$ cat src/rtl/arbitro_pkg.sv
// Shared constants and width helpers for the transaction-layer arbiter and its neighbours.
package arbitro_pkg;

  localparam int DEF_NUM_IN    = 4;
  localparam int DEF_NUM_OUT   = 4;
  localparam int DEF_DATA_W    = 6;
  localparam int DEF_CLASS_LSB = 4;

  function automatic int clog2(input int v);
    int r;
    r = 0;
    while ((1 << r) < v) r++;
    return r;
  endfunction

  // Both helpers keep a minimum width of 1 so degenerate sizes still elaborate.
  function automatic int class_w(input int num_out);
    return (num_out > 1) ? clog2(num_out) : 1;
  endfunction

  function automatic int idx_w(input int num_in);
    return (num_in > 1) ? clog2(num_in) : 1;
  endfunction

endpackage

$ cat src/rtl/arbitro_rr_pick.sv
// Rotating priority picker: first set bit of elig starting at ptr, wrapping modulo N.
module arbitro_rr_pick
  import arbitro_pkg::*;
#(
  parameter int N     = DEF_NUM_IN,
  parameter int IDX_W = idx_w(DEF_NUM_IN)
) (
  input  logic [N-1:0]     elig,
  input  logic [IDX_W-1:0] ptr,
  output logic             gnt_valid,
  output logic [IDX_W-1:0] gnt_idx
);

  // Walk offsets from the far end so the smallest offset from ptr wins last.
  always_comb begin
    int s;
    gnt_valid = 1'b0;
    gnt_idx   = ptr;
    for (int k = N - 1; k >= 0; k--) begin
      s = int'(ptr) + k;
      if (s >= N) s = s - N;
      if (elig[s]) begin
        gnt_valid = 1'b1;
        gnt_idx   = IDX_W'(s);
      end
    end
  end

endmodule

$ cat src/rtl/arbitro_rr.sv
// Round-robin class router: pops one input FIFO per cycle and pushes the word to its class output.
// Define ARB_STRICT_PRIO_EN for fixed lowest-index-first priority instead of round-robin.
module arbitro_rr
  import arbitro_pkg::*;
#(
  parameter int NUM_IN    = DEF_NUM_IN,
  parameter int NUM_OUT   = DEF_NUM_OUT,
  parameter int DATA_W    = DEF_DATA_W,
  parameter int CLASS_LSB = DEF_CLASS_LSB
) (
  input  logic                        clk,
  input  logic                        reset,
  input  logic                        enable,
  input  logic [NUM_IN-1:0]           fifo_empty,
  input  logic [NUM_IN*DATA_W-1:0]    head_data,
  input  logic [NUM_OUT-1:0]          almost_full,
  output logic [NUM_IN-1:0]           pop,
  output logic [NUM_OUT-1:0]          push,
  output logic [DATA_W-1:0]           data_out,
  output logic [idx_w(NUM_IN)-1:0]    grant_idx
);

  localparam int CLASS_W = class_w(NUM_OUT);
  localparam int IDX_W   = idx_w(NUM_IN);

  logic [DATA_W-1:0]  head_w [NUM_IN];
  logic [CLASS_W-1:0] cls    [NUM_IN];
  logic [NUM_IN-1:0]  elig;

  logic [NUM_IN-1:0]  pop_q,   pop_d;
  logic [NUM_OUT-1:0] push_q,  push_d;
  logic [DATA_W-1:0]  data_q,  data_d;
  logic [IDX_W-1:0]   grant_q, grant_d;
  logic [IDX_W-1:0]   ptr_q,   ptr_d;

  logic               gnt_valid;
  logic [IDX_W-1:0]   gnt_idx;

  // An input popped last cycle still shows its old head, so it sits out one cycle.
  genvar gi;
  generate
    for (gi = 0; gi < NUM_IN; gi++) begin : g_in
      assign head_w[gi] = head_data[gi*DATA_W +: DATA_W];
      assign cls[gi]    = head_data[gi*DATA_W + CLASS_LSB +: CLASS_W];
      assign elig[gi]   = !fifo_empty[gi] && !almost_full[cls[gi]] && !pop_q[gi];
    end
  endgenerate

  arbitro_rr_pick #(
    .N     (NUM_IN),
    .IDX_W (IDX_W)
  ) u_pick (
    .elig      (elig),
    .ptr       (ptr_q),
    .gnt_valid (gnt_valid),
    .gnt_idx   (gnt_idx)
  );

  always_comb begin
    pop_d   = '0;
    push_d  = '0;
    data_d  = data_q;
    grant_d = grant_q;
    ptr_d   = ptr_q;
    if (enable && gnt_valid) begin
      pop_d[gnt_idx]       = 1'b1;
      push_d[cls[gnt_idx]] = 1'b1;
      data_d               = head_w[gnt_idx];
      grant_d              = gnt_idx;
`ifdef ARB_STRICT_PRIO_EN
      ptr_d                = '0;
`else
      ptr_d                = (gnt_idx == IDX_W'(NUM_IN - 1)) ? '0 : gnt_idx + 1'b1;
`endif
    end
  end

  always_ff @(posedge clk) begin
    if (!reset) begin
      pop_q   <= '0;
      push_q  <= '0;
      data_q  <= '0;
      grant_q <= '0;
      ptr_q   <= '0;
    end else begin
      pop_q   <= pop_d;
      push_q  <= push_d;
      data_q  <= data_d;
      grant_q <= grant_d;
      ptr_q   <= ptr_d;
    end
  end

  assign pop       = pop_q;
  assign push      = push_q;
  assign data_out  = data_q;
  assign grant_idx = grant_q;

endmodule
$ cat config.mk
export PLATFORM = sky130hd
export DESIGN_NAME = arbitro_rr
export DESIGN_NICKNAME = d
export VERILOG_FILES = /design/src/rtl/arbitro_pkg.sv /design/src/rtl/arbitro_rr_pick.sv /design/src/rtl/arbitro_rr.sv
export SDC_FILE = /design/constraint.sdc
export NUM_CORES = 1
export LEC_CHECK = 0
export CORE_MARGIN = 5
export CORE_UTILIZATION = 54
export DETAILED_ROUTE_END_ITERATION = 8
export DONT_BUFFER_PORTS = 1
export GPL_TIMING_DRIVEN = 0
export PLACE_DENSITY = 0.72
export RECOVER_POWER = 100
export SLEW_MARGIN = 40
export SYNTH_ARGS = -nofsm -noshare
export SYNTH_HDL_FRONTEND = slang
export SYNTH_SLANG_ARGS = --single-unit
$ cat constraint.sdc
create_clock -name clk -period 2.2 [get_ports clk]
set_input_delay 0.33 -clock clk [delete_from_list [all_inputs] [get_ports clk]]
set_output_delay 0.33 -clock clk [all_outputs]
set_load 0.01 [all_outputs]
# Word-level counts from Yosys, hierarchy flattened
# Index checks and enable logic that the tools add are counted.
[totals]
wordCells = 99
reg_bits = 18
[op_classes]
muxes = 43
add_sub_neg = 8
reduce_logical = 24
bitwise = 1
n_eq_ne = 1
order_cmp = 17
[op_table]
columns = ["op", "count"]
rows = [
  ["32-bit by 4-bit less-than comparator with 1-bit output (second input constant)", 4],
  ["32-bit 2-to-1 mux", 4],
  ["32-bit by 4-bit greater-or-equal comparator with 1-bit output (second input constant)", 3],
  ["32-bit by 4-bit subtractor with 32-bit output (second input constant)", 3],
  ["2-bit by 3-bit less-than comparator with 1-bit output (second input constant)", 6],
  ["1-bit 2-to-1 mux", 18],
  ["1-bit binary-select mux with 2-bit select", 8],
  ["2-bit 2-to-1 mux", 7],
  ["6-bit binary-select mux with 2-bit select", 1],
  ["1-bit logical NOT", 12],
  ["6-bit 2-to-1 mux", 2],
  ["1-bit logical AND", 11],
  ["2-bit by 2-bit adder with 3-bit output (second input constant)", 2],
  ["2-bit binary-select mux with 2-bit select", 1],
  ["1-bit demux with 2-bit select", 2],
  ["2-bit by 1-bit greater-or-equal comparator with 1-bit output (second input constant)", 2],
  ["2-bit by 3-bit subtractor with 4-bit output (second input constant)", 1],
  ["2-bit by 1-bit adder with 3-bit output (second input constant)", 1],
  ["2-bit by 3-bit greater-or-equal comparator with 1-bit output (second input constant)", 1],
  ["3-bit greater-or-equal comparator (second input constant)", 1],
  ["2-bit NOT with 3-bit output", 1],
  ["2-bit by 1-bit adder with 2-bit output (second input constant)", 1],
  ["2-bit equality test (second input constant)", 1],
  ["2-bit AND reduction", 1],
]

# Depth between registers and ports, before layout
# Gate-level depths: netlist (run 1).
[depth]
word_depth = 20
mapped_depth = 9

# Modules after synthesis
# A second synthesis (run 1) with hierarchy kept.
[hier_totals]
cells_unflattened = 113
hier_area_um2 = 1072.3
[by_module_without_submodules]
columns = ["module", "seq_area_each_um2", "instances", "area_each_um2", "cells_per_inst"]
rows = [
  ["arbitro_rr", 360.3, 1, 972.2, 97],
  ["arbitro_rr_pick", 0.0, 1, 100.1, 16],
]

# Least setup slack after synthesis (run 1)
# No wires, ideal clock.
[synth_timing]
path_type = "input to register"
start = "input head_data[10]"
end = "register ptr_q[1]"
t_required_ps = 2084
t_arrival_ps = 2233
cell_stages = 9
path_buffers = 1
slack_ps = -150
path_cell_list = "mux4_2 -> or3_4 -> a221oi_2 -> o21a_4 -> inv_8 -> buf_6 -> ha_1 -> nand2_1 -> o211a_1"
[synth_between]
elab_chain_len = 14
elab_cells_between_ends = 29
cone_classes = "add/sub: 1; eq/ne: 1; mux: 23; reduce/logical: 4"
[synth_rtl]
columns = ["element", "line", "source"]
rows = [
  ["start, declared", "arbitro_rr.sv:15", "input logic [NUM_IN*DATA_W-1:0] head_data,"],
  ["1-bit binary-select mux with 2-bit select *", "arbitro_rr.sv:45", "assign elig[gi] = !fifo_empty[gi] && !almost_full[cls[gi]] && !pop_q[gi];"],
  ["1-bit 2-to-1 mux (not written as such) *", "arbitro_rr.sv:45", ""],
  ["1-bit logical NOT *", "arbitro_rr.sv:45", ""],
  ["1-bit logical AND * (2 in a row)", "arbitro_rr.sv:45", ""],
  ["1-bit binary-select mux with 2-bit select", "arbitro_rr_pick.sv:22", "if (elig[s]) begin"],
  ["1-bit 2-to-1 mux (not written as such) (2 in a row)", "arbitro_rr_pick.sv:22", ""],
  ["2-bit 2-to-1 mux (4 in a row)", "arbitro_rr_pick.sv:22", ""],
  ["2-bit by 1-bit adder with 2-bit output / 2-bit equality test (equally long branches)", "arbitro_rr.sv:73", "ptr_d = (gnt_idx == IDX_W'(NUM_IN - 1)) ? '0 : gnt_idx + 1'b1;"],
  ["2-bit 2-to-1 mux", "arbitro_rr.sv:73", ""],
  ["end signal, assigned", "arbitro_rr.sv:90", "ptr_q <= ptr_d;"],
  ["end, declared", "arbitro_rr.sv:34", "logic [IDX_W-1:0] ptr_q, ptr_d;"],
]
# Every way passes the cells marked *; elsewhere a longest branch is shown, timed or not. The select of a mux whose other input is x is not followed.
# A chain may end at the register's enable or synchronous reset.

# Final worst setup path (run 1)
[layout_timing]
start = "input head_data[4]"
end = "register push_q[3], in the netlist push[3]"
[layout_between]
elab_chain_len = 20
elab_cells_between_ends = 36
cone_classes = "order compare: 2; mux: 27; bitwise: 1; reduce/logical: 6"
[layout_rtl]
columns = ["element", "line", "source"]
rows = [
  ["1-bit binary-select mux with 2-bit select", "arbitro_rr.sv:45", ""],
  ["1-bit 2-to-1 mux (not written as such)", "arbitro_rr.sv:45", ""],
  ["1-bit logical NOT", "arbitro_rr.sv:45", ""],
  ["1-bit logical AND (2 in a row)", "arbitro_rr.sv:45", ""],
  ["1-bit binary-select mux with 2-bit select", "arbitro_rr_pick.sv:22", ""],
  ["1-bit 2-to-1 mux (not written as such) (2 in a row)", "arbitro_rr_pick.sv:22", ""],
  ["2-bit 2-to-1 mux (4 in a row)", "arbitro_rr_pick.sv:22", ""],
  ["2-bit NOT with 3-bit output (not written as such)", "arbitro_rr.sv:67", "push_d[cls[gnt_idx]] = 1'b1;"],
  ["2-bit binary-select mux with 2-bit select", "arbitro_rr.sv:67", ""],
  ["2-bit 2-to-1 mux (not written as such) (2 in a row)", "arbitro_rr.sv:67", ""],
  ["2-bit by 3-bit less-than comparator with 1-bit output (not written as such) / 2-bit by 1-bit greater-or-equal comparator with 1-bit output (equally long branches)", "arbitro_rr.sv:67", ""],
  ["1-bit logical AND (not written as such)", "arbitro_rr.sv:67", ""],
  ["1-bit 2-to-1 mux (not written as such)", "arbitro_rr.sv:67", ""],
  ["1-bit demux with 2-bit select", "arbitro_rr.sv:67", ""],
  ["end signal, assigned", "arbitro_rr.sv:87", "push_q <= push_d;"],
  ["end, declared", "arbitro_rr.sv:31", "logic [NUM_OUT-1:0] push_q, push_d;"],
]
# Several ways; a longest one is shown, not always the timed one. The select of a mux whose other input is x is not followed.

==> results of run 1 <==
sequential cells by signal (all words and copies together), names as in the netlist:
signal,flops
data_out,6
push,4
ptr_q,2
grant_idx,2
pop,4
kinds of logic after synthesis:
family	Yosys count	share of synthesized area, %
AND/OR/NAND/NOR	32	16.5
AO/OA/AOI/OAI	20	18.3
multiplexers	19	23.6
flip-flops	18	35.4
buffers and inverters	6	3.81
adder cells (fa/ha/maj)	2	2.46
path summary, 6_finish.rpt:
| path | slack (ps) | startpoint | depth (start not counted) | end |
|---|---|---|---|---|
| max | 30 | head_data[4] | 8 | push[3]$_SDFF_PN0_ |
| min reg2reg | 550 | data_out[5]$_SDFFE_PN0P_ | 1 | data_out[5]$_SDFFE_PN0P_ |
| min | 160 | reset | 1 | grant_idx[0]$_SDFFE_PN0P_ |
| max reg2reg | 150 | pop[2]$_SDFF_PN0_ | 7 | push[3]$_SDFF_PN0_ |
repair_timing:
action	in CTS	in global routing
gates resized for setup	1	9
hold buffers	0	0
pin swaps	0	0
endpoints found under the setup margin	3	8
per-stage QoR:
stage               hold slack (ps)  TNS [ps]
floorplan                       458      -689
CTS                             156         0
global route                    151      -130
finish                          161         0
detailed placement              465     -2640
global placement                462     -2070
cell usage after synthesis:
master     instances
dfxtp_1           18
mux2i_1           15
nand2_1            8
nor2b_1            6
nor2_1             5
mux4_2             4
o221ai_1           4
or3_1              4
inv_1              3
nor3_1             3
and2_1             2
and3_1             2
ha_1               2
o21ai_0            2
a21boi_1           1
a21o_1             1
a21oi_1            1
a221oi_2           1
a22o_1             1
a22oi_1            1
a2bb2oi_1          1
a31oi_4            1
a41oi_1            1
buf_2              1
buf_6              1
inv_8              1
nand3_1            1
o211a_1            1
o21a_4             1
o221a_1            1
o22ai_1            1
o311ai_0           1
or3_4              1
power by group through the flow:
stage | Sequential, mW | Combinational (mW) | Clock [mW]
after floorplan | 0.404 | 0.227 | 0
after global placement | 0.412 | 0.255 | 0
after detailed placement | 0.414 | 0.261 | 0
after CTS | 0.407 | 0.267 | 0.203
after global routing | 0.412 | 0.319 | 0.220
final | 0.407 | 0.290 | 0.198
cell type report:
| type | count | share of cell area [%] |
|---|---|---|
| Inverter | 4 | 1.98 |
| Multi-Input combinational cell | 73 | 58.6 |
| Clock buffer | 4 | 3.19 |
| Buffer | 2 | 1.76 |
| Tap cell | 25 | 2.75 |
| Sequential cell | 18 | 31.7 |
per-layer routing:
| metal | vias to the layer above | track usage [%] |
|---|---|---|
| li1 | 376 | - |
| met1 | 378 | 18.7 |
| met2 | 25 | 33.9 |
| met3 | 2 | 4.23 |
| met4 | 0 | 4.68 |
| met5 | - | 0 |
==> results.cfg, run 1 <==
[outcome]
outcome = complete, no violations

[floorplanning]
die_w_um = 53.4
initial_core_util_pct = 57.7
core_sq_mm = 0.00176
die-area_sq_mm = 0.00285
rows = 15
ioPinCount = 51
die_y_um = 53.4

[critical_path]
cpPeakStageDelay_ps = 520
startpoint_type = primary input
worstPathCellList = mux4_2 > or3_4 > o221a_1 > o21a_4 > inv_8 > mux2i_2 > o22ai_2 > and2_1
cp_num_buf_inv = 1
cp-end-kind = flip-flop
critPathSlowestCell = mux4_2
critPathKind = primary input to flip-flop
path_max_fanout = 5
crit_required_ps = 2390
crit_family = multiplexers
cp.arrival_ps = 2370

[sta]
finalCritPeriodShare_pct = 98.8
relSlewSlack_pct = 70.6
worst_slew_pin_slew_ps = 436
max_clock_freq_mhz = 460
rsz0062_at_grt = true
finalSetupViolations = 0
hold_violations = 0
fin_crit_ps = 2170
clock_skew_ps = 2.93
fin_ws_ps = 26.7
drv_slew = 0

[placed_design]
placed_cells = 122
dpl_worst_slack_ps = -331
dp_hpwl_mm = 1.82
portBuffers = 0
dpl_cell_area_sq_mm = 0.00105
gp_congestion = 0.713

[power_and_ir_drop]
seqPwrFrac_pct = 45.5
pwr-share-comb_pct = 32.4
vdd_drop_max_v = 0.000552
sw_frac_of_total_pct = 32.0
power_mw = 0.895
net-switching-power_mw = 0.287
p_leak_nw = 0.467
p_clk_share_pct = 22.2
intPower_mw = 0.608
p_per_area_mw_per_mm2 = 788

[yosys]
syn_inst = 97
netlist.area_leader.share_pct = 35.4
synth_fp_nets = 134
syn_avg_cell_area_sq_um = 10.5
synth_seq_cells = 18
ys_warn_count = 0
ys_seq_area_share_pct = 35.4
yosysTopAreaCell = dfxtp_1
synthTopCellsByArea = dfxtp_1, mux2i_1, mux4_2
synth_cell_types = 33
syn-cell-area_sq_mm = 0.00102

[global_route]
gr-total-overflow = 0
grt_pass1_wl_mm = 3.70
grt_max_degree = 11
antenna_found_initial = 0
grt_use_total_pct = 17.7
grt_pass1_vias = 876

[cts]
cts.sinks = 18
clockRootBuffer = clkbuf_4
cts_setup_buffers = 0
clock_path_buffers = 2
htreeDepth = 1
clk_latency_ps = 290
tritoncts = built
cts.clk_slew.worst_paths_ps = 100
cts_buffers = 3

[finish]
fin_util_pct = 64.4
multi_input_area_sq_um = 666
finalInstanceArea_sq_mm = 0.00114
finalNetCount = 139
n_antenna_cell = 0
fillers = 162
syn_to_final_growth_pct = 11.5
regArea_sq_um = 360
final_cell_mix = dfxtp_1, mux2i_1, nand2_1
drive_gt1_share_pct = 23.8
finalNonFillerCells = 126
final_common_cell = dfxtp_1

[routing]
route.met3.wl_um = 126
drc_errors = 0
vias = 781
via_per_inst = 6.20
ant_nets = 0
wl_met2_mm = 1.40
drt-met1-wl_um = 904
top_layer = met4
first_pass_iters = 4
drt_iter0_markers = 13
drt-total-wl_mm = 2.44
wire_per_inst_um = 19.4

[hold_path]
min_path_type = primary input to flip-flop

[flow_run]
cap_violations = 0
No activity file was read; power rests on OpenSTA's default activity.
==> run 2: changes to the inputs <==
--- a/config.mk
+++ b/config.mk
@@ -6,11 +6,10 @@
 export NUM_CORES = 1
 export LEC_CHECK = 0
 export CORE_MARGIN = 5
-export CORE_UTILIZATION = 54
+export CORE_UTILIZATION = 35
 export DETAILED_ROUTE_END_ITERATION = 8
-export DONT_BUFFER_PORTS = 1
 export GPL_TIMING_DRIVEN = 0
-export PLACE_DENSITY = 0.72
+export PLACE_DENSITY = 0.74
 export RECOVER_POWER = 100
 export SLEW_MARGIN = 40
 export SYNTH_ARGS = -nofsm -noshare
==> results.cfg, run 2 (synthesis results as in run 1) <==
[outcome]
outcome = finished with violations
violations = setup timing

[floorplanning]
die_w_um = 63.9
die-area_sq_mm = 0.00409
die_y_um = 63.9
initial_core_util_pct = 36.6
ioPinCount = 51
core_sq_mm = 0.00278
rows = 19

[global_route]
grt_use_total_pct = 15.2
gr-total-overflow = 0
grt_pass1_vias = 1123
grt_pass1_wl_mm = 5.03
grt_max_degree = 11
antenna_found_initial = 0

[sta]
relSlewSlack_pct = 70.2
fin_crit_ps = 2260
fin_ws_ps = -62.5
rsz0062_at_grt = true
clock_skew_ps = 2.60
worst_slew_pin_slew_ps = 446
finalSetupViolations = 7
max_clock_freq_mhz = 442
hold_violations = 0
finalCritPeriodShare_pct = 103
drv_slew = 0
tns_ps = -285

[critical_path]
crit_required_ps = 2400
critPathKind = primary input to flip-flop
startpoint_type = primary input
cp-end-kind = flip-flop
r2r_cells = 8
r2r_slack_ps = 220
path_max_fanout = 6
cp.arrival_ps = 2470

[placed_design]
dp_hpwl_mm = 2.26
portBuffers = 50
placed_cells = 178
gp_congestion = 0.731
dpl_cell_area_sq_mm = 0.00156

[power_and_ir_drop]
power_mw = 1.13
vdd_drop_max_v = 0.000479
intPower_mw = 0.774
sw_frac_of_total_pct = 31.8
net-switching-power_mw = 0.361
p_leak_nw = 0.792
p_clk_share_pct = 18.2
p_per_area_mw_per_mm2 = 620
pwr-share-comb_pct = 47.8
seqPwrFrac_pct = 33.9

[finish]
syn_to_final_growth_pct = 79.7
final_common_cell = clkdlybuf4s50_1
fin_util_pct = 65.8
n_antenna_cell = 0
final_cell_mix = clkdlybuf4s50_1, dfxtp_1, dlygate4sd3_1
largest_reg_flops = 6
finalNetCount = 197
drive_gt1_share_pct = 31.4
finalNonFillerCells = 190
finalInstanceArea_sq_mm = 0.00183

[cts]
tritoncts = built
clockRootBuffer = clkbuf_4
clk_latency_ps = 300
cts_buffers = 3
cts.sinks = 18
htreeDepth = 1
cts.clk_slew.worst_paths_ps = 100
clock_path_buffers = 2

[routing]
via_per_inst = 5.33
vias = 1012
drt-total-wl_mm = 2.99
ant_nets = 0
wire_per_inst_um = 15.7
drc_errors = 0
first_pass_iters = 4
drt_iter0_markers = 37

[hold_path]
min_path_type = primary input to flip-flop
whs_path_depth = 4

[flow_run]
cap_violations = 0
[run 2: changes by cell type in the layout (fill, tap and decap cells not counted), moves of 3 or more]
cell	before	now
buf_6	0	3
nand2_2	0	3
buf_4	0	8
nand2_1	8	5
mux2i_4	0	5
dlygate4sd3_1	0	16
clkdlybuf4s50_1	0	22
mux2i_2	5	0
[run 2: what timing repair did]
action	4_1_cts	5_1_grt
pin swaps	7	3
buffers inserted	4	3
hold buffers	0	0
endpoints found under the setup margin	18	12
gates resized for setup	66	14
gates cloned	1	0
[run 2: final cells by class]
class	count	area, sq um
buffer	2	25.0
clock buffer	4	36.3
fill	232	951
inverter	4	27.5
multi-input combinational	73	757
sequential	18	360
tap	31	38.8
timing repair buffer	58	586
[run 2: through the flow]
stage | setup WS [ps] | hold WS, ps
after floorplan | -106 | 458
after global placement | -824 | 435
after detailed placement | -883 | 448
after CTS | -64.1 | 424
after global routing | -130 | 448
final | -62.5 | 437
[run 2: path summary, 6_finish.rpt]
kind | from | to
setup / recovery | almost_full[3] | push[3]$_SDFF_PN0_
hold / removal | head_data[16] | data_out[4]$_SDFFE_PN0P_
setup reg to reg | pop[1]$_SDFF_PN0_ | ptr_q[1]$_SDFFE_PN0P_
hold reg to reg | data_out[5]$_SDFFE_PN0P_ | data_out[5]$_SDFFE_PN0P_
[run 2: power by group through the flow]
stage	clock network [mW]	registers, mW	logic [mW]
4_1_cts	0.212	0.385	0.520
6_report	0.207	0.385	0.543
5_1_grt	0.229	0.391	0.584
3_3_place_gp	0	0.391	0.403
2_1_floorplan	0	0.404	0.227
3_5_place_dp	0	0.392	0.412
[run 2: metal layers]
metal  track usage, %  vias up  part of all wire [%]
li1                 -      498                     -
met1             17.1      473                    38
met2             26.4       34                    53
met3             4.55        7                   6.6
met4             6.75        0                   1.9
met5                0        -                     0
[run 2: worst max-delay path, cell delays in order]
cell and delay, ps:
buf_8 100, mux4_2 500, or3_4 410, o221a_1 250, o21a_4 250, clkinv_8 100
mux2i_4 270, mux2i_4 100, and2_1 160
==> run 3: changes to the inputs <==
--- a/config.mk
+++ b/config.mk
@@ -5,11 +5,11 @@
 export SDC_FILE = /design/constraint.sdc
 export NUM_CORES = 1
 export LEC_CHECK = 0
-export CORE_MARGIN = 5
+export CORE_MARGIN = 8
 export CORE_UTILIZATION = 35
 export DETAILED_ROUTE_END_ITERATION = 8
 export GPL_TIMING_DRIVEN = 0
-export PLACE_DENSITY = 0.74
+export PLACE_DENSITY = 0.77
 export RECOVER_POWER = 100
 export SLEW_MARGIN = 40
 export SYNTH_ARGS = -nofsm -noshare
==> results.cfg, run 3 (synthesis results as in run 1) <==
[cts]
htreeDepth = 1
tritoncts = built
cts_buffers = 3
cts.sinks = 18
clock_path_buffers = 2
clk_latency_ps = 280
cts.clk_slew.worst_paths_ps = 100
clockRootBuffer = clkbuf_4

[power_and_ir_drop]
vdd_drop_max_v = 0.000467
power_mw = 1.10
p_per_area_mw_per_mm2 = 621
p_leak_nw = 0.780

[sta]
fin_ws_ps = -78.8
fin_hold_ws_ps = 355
max_clock_freq_mhz = 439
clock_skew_ps = 3.61
finalCritPeriodShare_pct = 104
relSlewSlack_pct = 64.6
finalSetupViolations = 8
drv_slew = 0
worst_slew_pin_slew_ps = 530
fin_crit_ps = 2280
rsz0062_at_grt = true
hold_violations = 0

[routing]
ant_nets = 0
via_per_inst = 5.43
vias = 1026
first_pass_iters = 4
wire_per_inst_um = 17.8
drt_iter0_markers = 59
drc_errors = 0
drt-total-wl_mm = 3.37

[global_route]
antenna_found_initial = 0
grt_pass1_vias = 1097
grt_max_degree = 11
gr-total-overflow = 0
grt_use_total_pct = 12.2
grt_pass1_wl_mm = 5.10

[placed_design]
portBuffers = 50
gp_congestion = 0.771
dpl_worst_slack_ps = -877
dp_hpwl_mm = 2.46

[floorplanning]
ioPinCount = 51
die-area_sq_mm = 0.00489
die_y_um = 69.9
core_sq_mm = 0.00276
initial_core_util_pct = 36.9
die_w_um = 69.9
rows = 19

[hold_path]
min_path_type = primary input to flip-flop

[finish]
regArea_sq_um = 360
fillers = 231
syn_to_final_growth_pct = 74.6
final_cell_mix = clkdlybuf4s50_1, dfxtp_1, dlygate4sd3_1
final_common_cell = clkdlybuf4s50_1
finalNetCount = 196
largest_reg_flops = 6
multi_input_area_sq_um = 741
n_antenna_cell = 0
drive_gt1_share_pct = 29.7

[critical_path]
startpoint_type = primary input
critPathKind = primary input to flip-flop
r2r_slack_ps = 180
cp-end-kind = flip-flop
cp.arrival_ps = 2460
crit_required_ps = 2380
path_max_fanout = 5

[flow_run]
cap_violations = 0

[outcome]
violations = setup timing
outcome = finished with violations
==> run 3: metrics by stage <==
stage                     instances  util (%)  instance area, sq um  TNS, ps
after global placement          178      56.6                  1560   -11500
after floorplan                  97         -                  1020     -689
after CTS                       184      61.5                  1700     -749
final                           189      64.5                  1780     -303
after global routing            189      64.5                  1780     -810
after detailed placement        178      56.6                  1560   -12280
==> run 3: repair_timing <==
item                                    CTS  global route
cloned                                    0             0
resized for setup                        59            15
pin swaps                                 8            10
hold buffers                              0             0
endpoints found under the setup margin   18            12
endpoints found under the hold margin     0             0
buffers inserted                          2             5
==> run 3: layer usage <==
metal	track usage, %	routed length (um)
met5	0	0
met4	4.46	82
met3	4.94	253
met2	22.4	1790
met1	11.9	1240
==> run 3: power by group <==
group	internal [mW]	total [mW]	switching [mW]
logic	0.285	0.514	0.229
clock network	0.101	0.203	0.102
registers	0.362	0.387	0.0247
total	0.748	1.10	0.356
==> run 3: final cells by class <==
type,count,area share (%)
buffer,2,1.41
clock buffer,4,2.04
inverter,4,1.55
timing repair buffer,57,30.9
tap,31,2.18
multi-input combinational,73,41.7
sequential,18,20.3
==> run 3: critical path: stages <==
cell       delay [ps]
buf_6             100
mux4_2            490
or3_4             350
o221a_1           290
o21a_4            250
clkinv_8           80
mux2i_4           300
a2bb2oi_2         180
o21ai_1            80
==> run 3: path summary, 6_finish.rpt <==
check	startpoint	endpoint	cells past startpoint
worst max-delay path	almost_full[3]	data_out[4]$_SDFFE_PN0P_	9
worst min-delay path	head_data[10]	data_out[4]$_SDFFE_PN0P_	3
worst max register to register	pop[0]$_SDFF_PN0_	data_out[4]$_SDFFE_PN0P_	7
worst min register to register	data_out[5]$_SDFFE_PN0P_	data_out[5]$_SDFFE_PN0P_	1
